$ cat src/rtl/gan_seq_ctrl.sv
// gan_seq_ctrl: time-multiplexed sequencer for the 8-layer 4-2-1-1-1-2-4-4 GAN
// network. A single 6x32 multiply-accumulate unit walks every weight in
// layer-major order, one weight per cycle. Each neuron gets a write-back cycle
// that adds the bias and applies ReLU. Activations ping-pong between two
// 4-lane banks.
module gan_seq_ctrl (
  input  logic        clk,
  input  logic        rst,
  input  logic        start,
  output logic        busy,
  output logic        done,
  input  logic        cfg_we,
  input  logic [6:0]  cfg_addr,
  input  logic [5:0]  cfg_wdata,
  input  logic [5:0]  x1,
  input  logic [5:0]  x2,
  input  logic [5:0]  x3,
  input  logic [5:0]  x4,
  output logic [31:0] f1,
  output logic [31:0] f2,
  output logic [31:0] f3,
  output logic [31:0] f4
);

  typedef enum logic [1:0] {S_IDLE, S_MAC, S_WB, S_DONE} state_t;

  state_t                state_q, state_d;
  logic [72:0][5:0]      param_q, param_d;
  logic [1:0][3:0][31:0] bank_q, bank_d;
  logic                  bank_sel_q, bank_sel_d;
  logic [31:0]           acc_q, acc_d;
  logic [6:0]            ptr_q, ptr_d;
  logic [1:0]            in_idx_q, in_idx_d;
  logic [1:0]            out_idx_q, out_idx_d;
  logic [2:0]            layer_q, layer_d;
  logic [3:0][31:0]      f_q, f_d;

  logic [1:0]  last_in;
  logic [1:0]  last_out;
  logic        out_bank;
  logic        cfg_ok;
  logic [5:0]  param_rd;
  logic [31:0] param_ext;
  logic [31:0] act_in;
  logic [31:0] mac_sum;
  logic [31:0] wb_sum;
  logic [31:0] relu_y;

  // Layer geometry: index of the last input lane and last output neuron.
  always_comb begin
    last_in  = 2'd0;
    last_out = 2'd0;
    case (layer_q)
      3'd0:    begin last_in = 2'd3; last_out = 2'd3; end
      3'd1:    begin last_in = 2'd3; last_out = 2'd1; end
      3'd2:    begin last_in = 2'd1; last_out = 2'd0; end
      3'd3:    begin last_in = 2'd0; last_out = 2'd0; end
      3'd4:    begin last_in = 2'd0; last_out = 2'd0; end
      3'd5:    begin last_in = 2'd0; last_out = 2'd1; end
      3'd6:    begin last_in = 2'd1; last_out = 2'd3; end
      default: begin last_in = 2'd3; last_out = 2'd3; end
    endcase
  end

  // Shared arithmetic: combinational param read, MAC sum, bias add and ReLU.
  // All sums wrap modulo 2^32.
  always_comb begin
    out_bank  = ~bank_sel_q;
    param_rd  = param_q[ptr_q];
    param_ext = {{26{param_rd[5]}}, param_rd};
    act_in    = bank_q[bank_sel_q][in_idx_q];
    mac_sum   = acc_q + act_in * param_ext;
    wb_sum    = acc_q + param_ext;
    relu_y    = wb_sum[31] ? 32'd0 : wb_sum;
  end

  // FSM state register.
  always_ff @(posedge clk) begin
    if (rst) state_q <= S_IDLE;
    else     state_q <= state_d;
  end

  // FSM next-state logic.
  always_comb begin
    state_d = state_q;
    case (state_q)
      S_IDLE: if (start) state_d = S_MAC;
      S_MAC:  if (in_idx_q == last_in) state_d = S_WB;
      S_WB: begin
        if ((out_idx_q == last_out) && (layer_q == 3'd7)) state_d = S_DONE;
        else                                             state_d = S_MAC;
      end
      S_DONE:  state_d = S_IDLE;
      default: state_d = S_IDLE;
    endcase
  end

  // FSM outputs: busy covers the compute states only, done is the DONE state.
  always_comb begin
    busy = (state_q == S_MAC) || (state_q == S_WB);
    done = (state_q == S_DONE);
  end

  // Datapath next values: config writes while not computing, run start,
  // MAC stepping and neuron write-back with layer/bank advance.
  always_comb begin
    param_d    = param_q;
    bank_d     = bank_q;
    bank_sel_d = bank_sel_q;
    acc_d      = acc_q;
    ptr_d      = ptr_q;
    in_idx_d   = in_idx_q;
    out_idx_d  = out_idx_q;
    layer_d    = layer_q;
    f_d        = f_q;

    cfg_ok = cfg_we && !busy && (cfg_addr < 7'd73);
    if (cfg_ok) param_d[cfg_addr] = cfg_wdata;

    case (state_q)
      S_IDLE: begin
        if (start) begin
          bank_d[0][0] = {{26{x1[5]}}, x1};
          bank_d[0][1] = {{26{x2[5]}}, x2};
          bank_d[0][2] = {{26{x3[5]}}, x3};
          bank_d[0][3] = {{26{x4[5]}}, x4};
          bank_sel_d   = 1'b0;
          acc_d        = 32'd0;
          ptr_d        = 7'd0;
          in_idx_d     = 2'd0;
          out_idx_d    = 2'd0;
          layer_d      = 3'd0;
        end
      end
      S_MAC: begin
        acc_d    = mac_sum;
        ptr_d    = ptr_q + 7'd1;
        in_idx_d = (in_idx_q == last_in) ? 2'd0 : in_idx_q + 2'd1;
      end
      S_WB: begin
        acc_d                      = 32'd0;
        ptr_d                      = ptr_q + 7'd1;
        bank_d[out_bank][out_idx_q] = relu_y;
        if (out_idx_q == last_out) begin
          out_idx_d = 2'd0;
          if (layer_q == 3'd7) begin
            f_d[0] = bank_q[out_bank][0];
            f_d[1] = bank_q[out_bank][1];
            f_d[2] = bank_q[out_bank][2];
            f_d[3] = relu_y;
          end else begin
            bank_sel_d = out_bank;
            layer_d    = layer_q + 3'd1;
          end
        end else begin
          out_idx_d = out_idx_q + 2'd1;
        end
      end
      default: ;
    endcase
  end

  // Datapath registers; reset clears the store, banks and outputs.
  always_ff @(posedge clk) begin
    if (rst) begin
      param_q    <= '0;
      bank_q     <= '0;
      bank_sel_q <= 1'b0;
      acc_q      <= 32'd0;
      ptr_q      <= 7'd0;
      in_idx_q   <= 2'd0;
      out_idx_q  <= 2'd0;
      layer_q    <= 3'd0;
      f_q        <= '0;
    end else begin
      param_q    <= param_d;
      bank_q     <= bank_d;
      bank_sel_q <= bank_sel_d;
      acc_q      <= acc_d;
      ptr_q      <= ptr_d;
      in_idx_q   <= in_idx_d;
      out_idx_q  <= out_idx_d;
      layer_q    <= layer_d;
      f_q        <= f_d;
    end
  end

  assign f1 = f_q[0];
  assign f2 = f_q[1];
  assign f3 = f_q[2];
  assign f4 = f_q[3];

endmodule
$ cat config.mk
export PLATFORM = sky130hd
export DESIGN_NAME = gan_seq_ctrl
export DESIGN_NICKNAME = d
export VERILOG_FILES = /design/src/rtl/gan_seq_ctrl.sv
export SDC_FILE = /design/constraint.sdc
export NUM_CORES = 2
export LEC_CHECK = 0
export CAP_MARGIN = 30
export CORE_UTILIZATION = 55
export DETAILED_ROUTE_END_ITERATION = 10
export PLACE_DENSITY = 0.78
export SKIP_CTS_REPAIR_TIMING = 1
export SLEW_MARGIN = 30
export SYNTH_ARGS = -nofsm -noshare
export SYNTH_HDL_FRONTEND = slang
export SYNTH_SLANG_ARGS = --single-unit
$ cat constraint.sdc
create_clock -name clk -period 11.7 [get_ports clk]
set_clock_uncertainty 0.1 [all_clocks]
set_input_delay 2.925 -clock clk [delete_from_list [all_inputs] [get_ports clk]]
set_output_delay 2.925 -clock clk [all_outputs]
set_load 0.02 [all_outputs]
==> results.md <==
* Syn Inst Count at 5082
* Seq/Total Area, Yosys at between 30% and 40%
* Asr flop ratio synth at 0%
* Chip width at 291 µm
* Share of power burned in registers at a little over two fifths
* Placement row count at around 110
* Share of layout cells above drive strength 1 at 9.30%
* Core box area at just over 80000 µm²
* Max-slew headroom at 27.4%
* Die span in y at 291 µm
* Nets@finish at 5289
* Final setup violation count at 0
* Ys Warns at 0
* H-tree depth at 3
* Leading cell types in the layout, fill and taps excluded: dfxtp_1, a21oi_1, nor2_1
* Met2 usage at 50.7%
* Clk pwr share at 39.1%
* Commonest non-fill, non-tap cell in the layout: dfxtp_1
* Final worst slack at 2740 ps
* Post-route minimum period at 8960 ps
* Sw Ratio at a little under a third
* GRT busiest layer: met2
* M1 GR Usage at 40.1%
* DRC viols at 0
* Net switching power at 0.00229 W
* Endpoints failing hold at 0
* Post-synth EDFFs at 0
* Crit Path Class: flip-flop to flip-flop
* #FFs+latches synth at 866
* Global route overflow at 0
* TritonCTS clock tree: yes
* Worst reg-to-reg setup slack at ~2700 ps
* Filler cell count at 6760
* Crit. End Element: flip-flop
* I/O pin count at approximately 170
* Vias/cell at 6.38
* Wirelength per Cell at about 22 µm
* Register area at 17400 µm²
* Number of global-route vias before repair at 37.0k
* Area of the multi-input gates at 26200 µm²
* DR pass1 iterations at 5
* Synthesis-to-finish area growth at 11.0%
* CTS root buf: clkbuf_16
* Full die area at 84700 µm²
* Detail Route Antenna Nets at 0
* Longest Clk Path Bufs at 3
* Synth cell types at 81
* IR drop worst, VDD at between 100 and 150 µV
* Antenna cells at 0
* CP required at 12110 ps
* Routability congestion estimate at roughly 0.95
* WP data arrival at 9380 ps
* Gate power share at 18.0%
* Worst-path clk slew at 70 ps
* Largest fanout on the critical path at 40
* CTS Sinks at 866
* HPWL after DPL at 88700 µm
* Final std cells w/o fill at 6134
* Critical Path Start Type: flip-flop
* Placed Cells incl. Taps at 5975
* Fin Setup TNS at 0 ps
* Met3 usage at 4.99%
* First-pass GRT wire length at 213000 µm
* Input/output buffers at 169
* Setup slack at placement at 2880 ps
* RSZ-0062 raised after global routing: no
* Vias at just under 40k
* Actual slew at the worst max-slew pin at about 1100 ps
* Largest net degree at the start of global routing at 212
* Mean Syn Cell Area at roughly 9 µm²
* Part of the cycle the worst path needs at 76.6%
* Final hold slack at 352 ps
* P per Cell Area at 146 nW/µm²
* Synth Flop Type: dfxtp_1
* Finished Core Util at between 60% and 70%
* Mapped cell area at around 46000 µm²
* GRT Total Usage at 31.5%
* Total routed wirelength at 137000 µm
* Slew Limit Fails at 0
* Initial DRC count at 4568
* Max Fclk at 0.112 GHz
* Syn_nets at 5374
* CTS Buf Count at 89
* Max Cap Violations at 0
* Int Power at 0.00516 W
* Initial Util at between 50% and 60%
* HP Class: flip-flop to flip-flop
* Leakage power at around 18 nW
* Clk_lat worst skew at 690 ps
* Antenna violations before repair at 0
* Result of the run: finished, final reports clean
Yosys cell counts, types with 31 or more instances:
library cell,n,area (µm²)
dfxtp_1,866,17300
a21oi_1,609,3050
nor2_1,546,2050
nand2_1,498,1870
nand3_1,379,1900
mux2i_1,333,3330
clkbuf_1,300,1130
inv_1,204,766
mux4_2,165,3720
fa_1,139,2780
ha_1,112,1400
a211oi_1,101,758
o21ai_0,90,450
nand4_1,63,394
buf_1,61,229
a22oi_1,51,383
nand3b_1,51,383
nor2b_1,50,313
o2bb2ai_1,41,359
xnor2_1,41,359
a21o_1,33,248
buf_2,31,155
worst paths after layout:
check | cells past startpoint | from | end
worst max-delay path | 25 | ptr_q[0] | acc_q[31]
worst min-delay path | 2 | f4[2] | f4[2]
worst max register to register | 25 | ptr_q[0] | acc_q[31]
worst min register to register | 2 | f4[2] | f4[2]
power by group through the flow:
stage | clock, W | combinational, W | sequential (W)
2_1_floorplan | 0 | 0.000971 | 0.00318
4_1_cts | 0.00292 | 0.00130 | 0.00320
3_3_place_gp | 0 | 0.00128 | 0.00326
5_1_grt | 0.00305 | 0.00139 | 0.00322
6_report | 0.00291 | 0.00134 | 0.00320
3_5_place_dp | 0 | 0.00129 | 0.00326
metrics by stage:
step	power, W	area, µm²
CTS	0.00742	50900
floorplan	0.00415	46000
global placement	0.00453	47900
global route	0.00766	51000
finish	0.00745	51000
detailed placement	0.00456	47900
cell type report:
type | instances | area share (%)
Multi-Input combinational cell | 3590 | 51.4
Clock buffer | 129 | 5.03
Sequential cell | 866 | 34.0
Clock inverter | 29 | 0.829
Tap cell | 1070 | 2.63
Inverter | 206 | 1.52
Timing Repair Buffer | 244 | 4.56
registers in the layout (all words and copies together) (netlist names):
signal      count
param_q       438
bank_q        252
acc_q          32
f1             32
f2             32
f3             32
f4             31
ptr_q           7
layer_q         3
in_idx_q        2
out_idx_q       2
state_q         2
bank_sel_q      1
kinds of logic after synthesis:
family | Yosys count | synth area share, %
simple gates | 1698 | 16.5
compound gates | 1053 | 13.7
flops | 866 | 37.7
buf+inv | 626 | 5.64
mux | 519 | 15.9
fa+ha+maj | 251 | 9.11
xor+xnor | 68 | 1.44
other cells | 1 | 0.00816
critical path, stage by stage, from the launching register on:
cell,delay [ps]
dfxtp_4,800
buf_4,680
mux4_2,610
mux2i_1,490
o22ai_1,140
o31ai_1,320
a31o_2,630
nor2_1,150
fa_1,570
fa_1,440
fa_1,490
inv_1,50
fa_1,480
inv_1,50
ha_1,360
and3_1,220
o211ai_1,140
a2111oi_0,440
a2bb2oi_1,220
o21ai_0,420
nor3_1,90
o21ai_0,330
a31oi_1,160
xor2_1,180
a22oi_1,160
nor2_1,50
layer usage:
metal | part of all wire (%) | up-vias
li1 | - | 17700
met1 | 38 | 19000
met2 | 47 | 1968
met3 | 8.5 | 464
met4 | 6.3 | 0
met5 | 0 | -
Power figures use the tool's default switching activity.
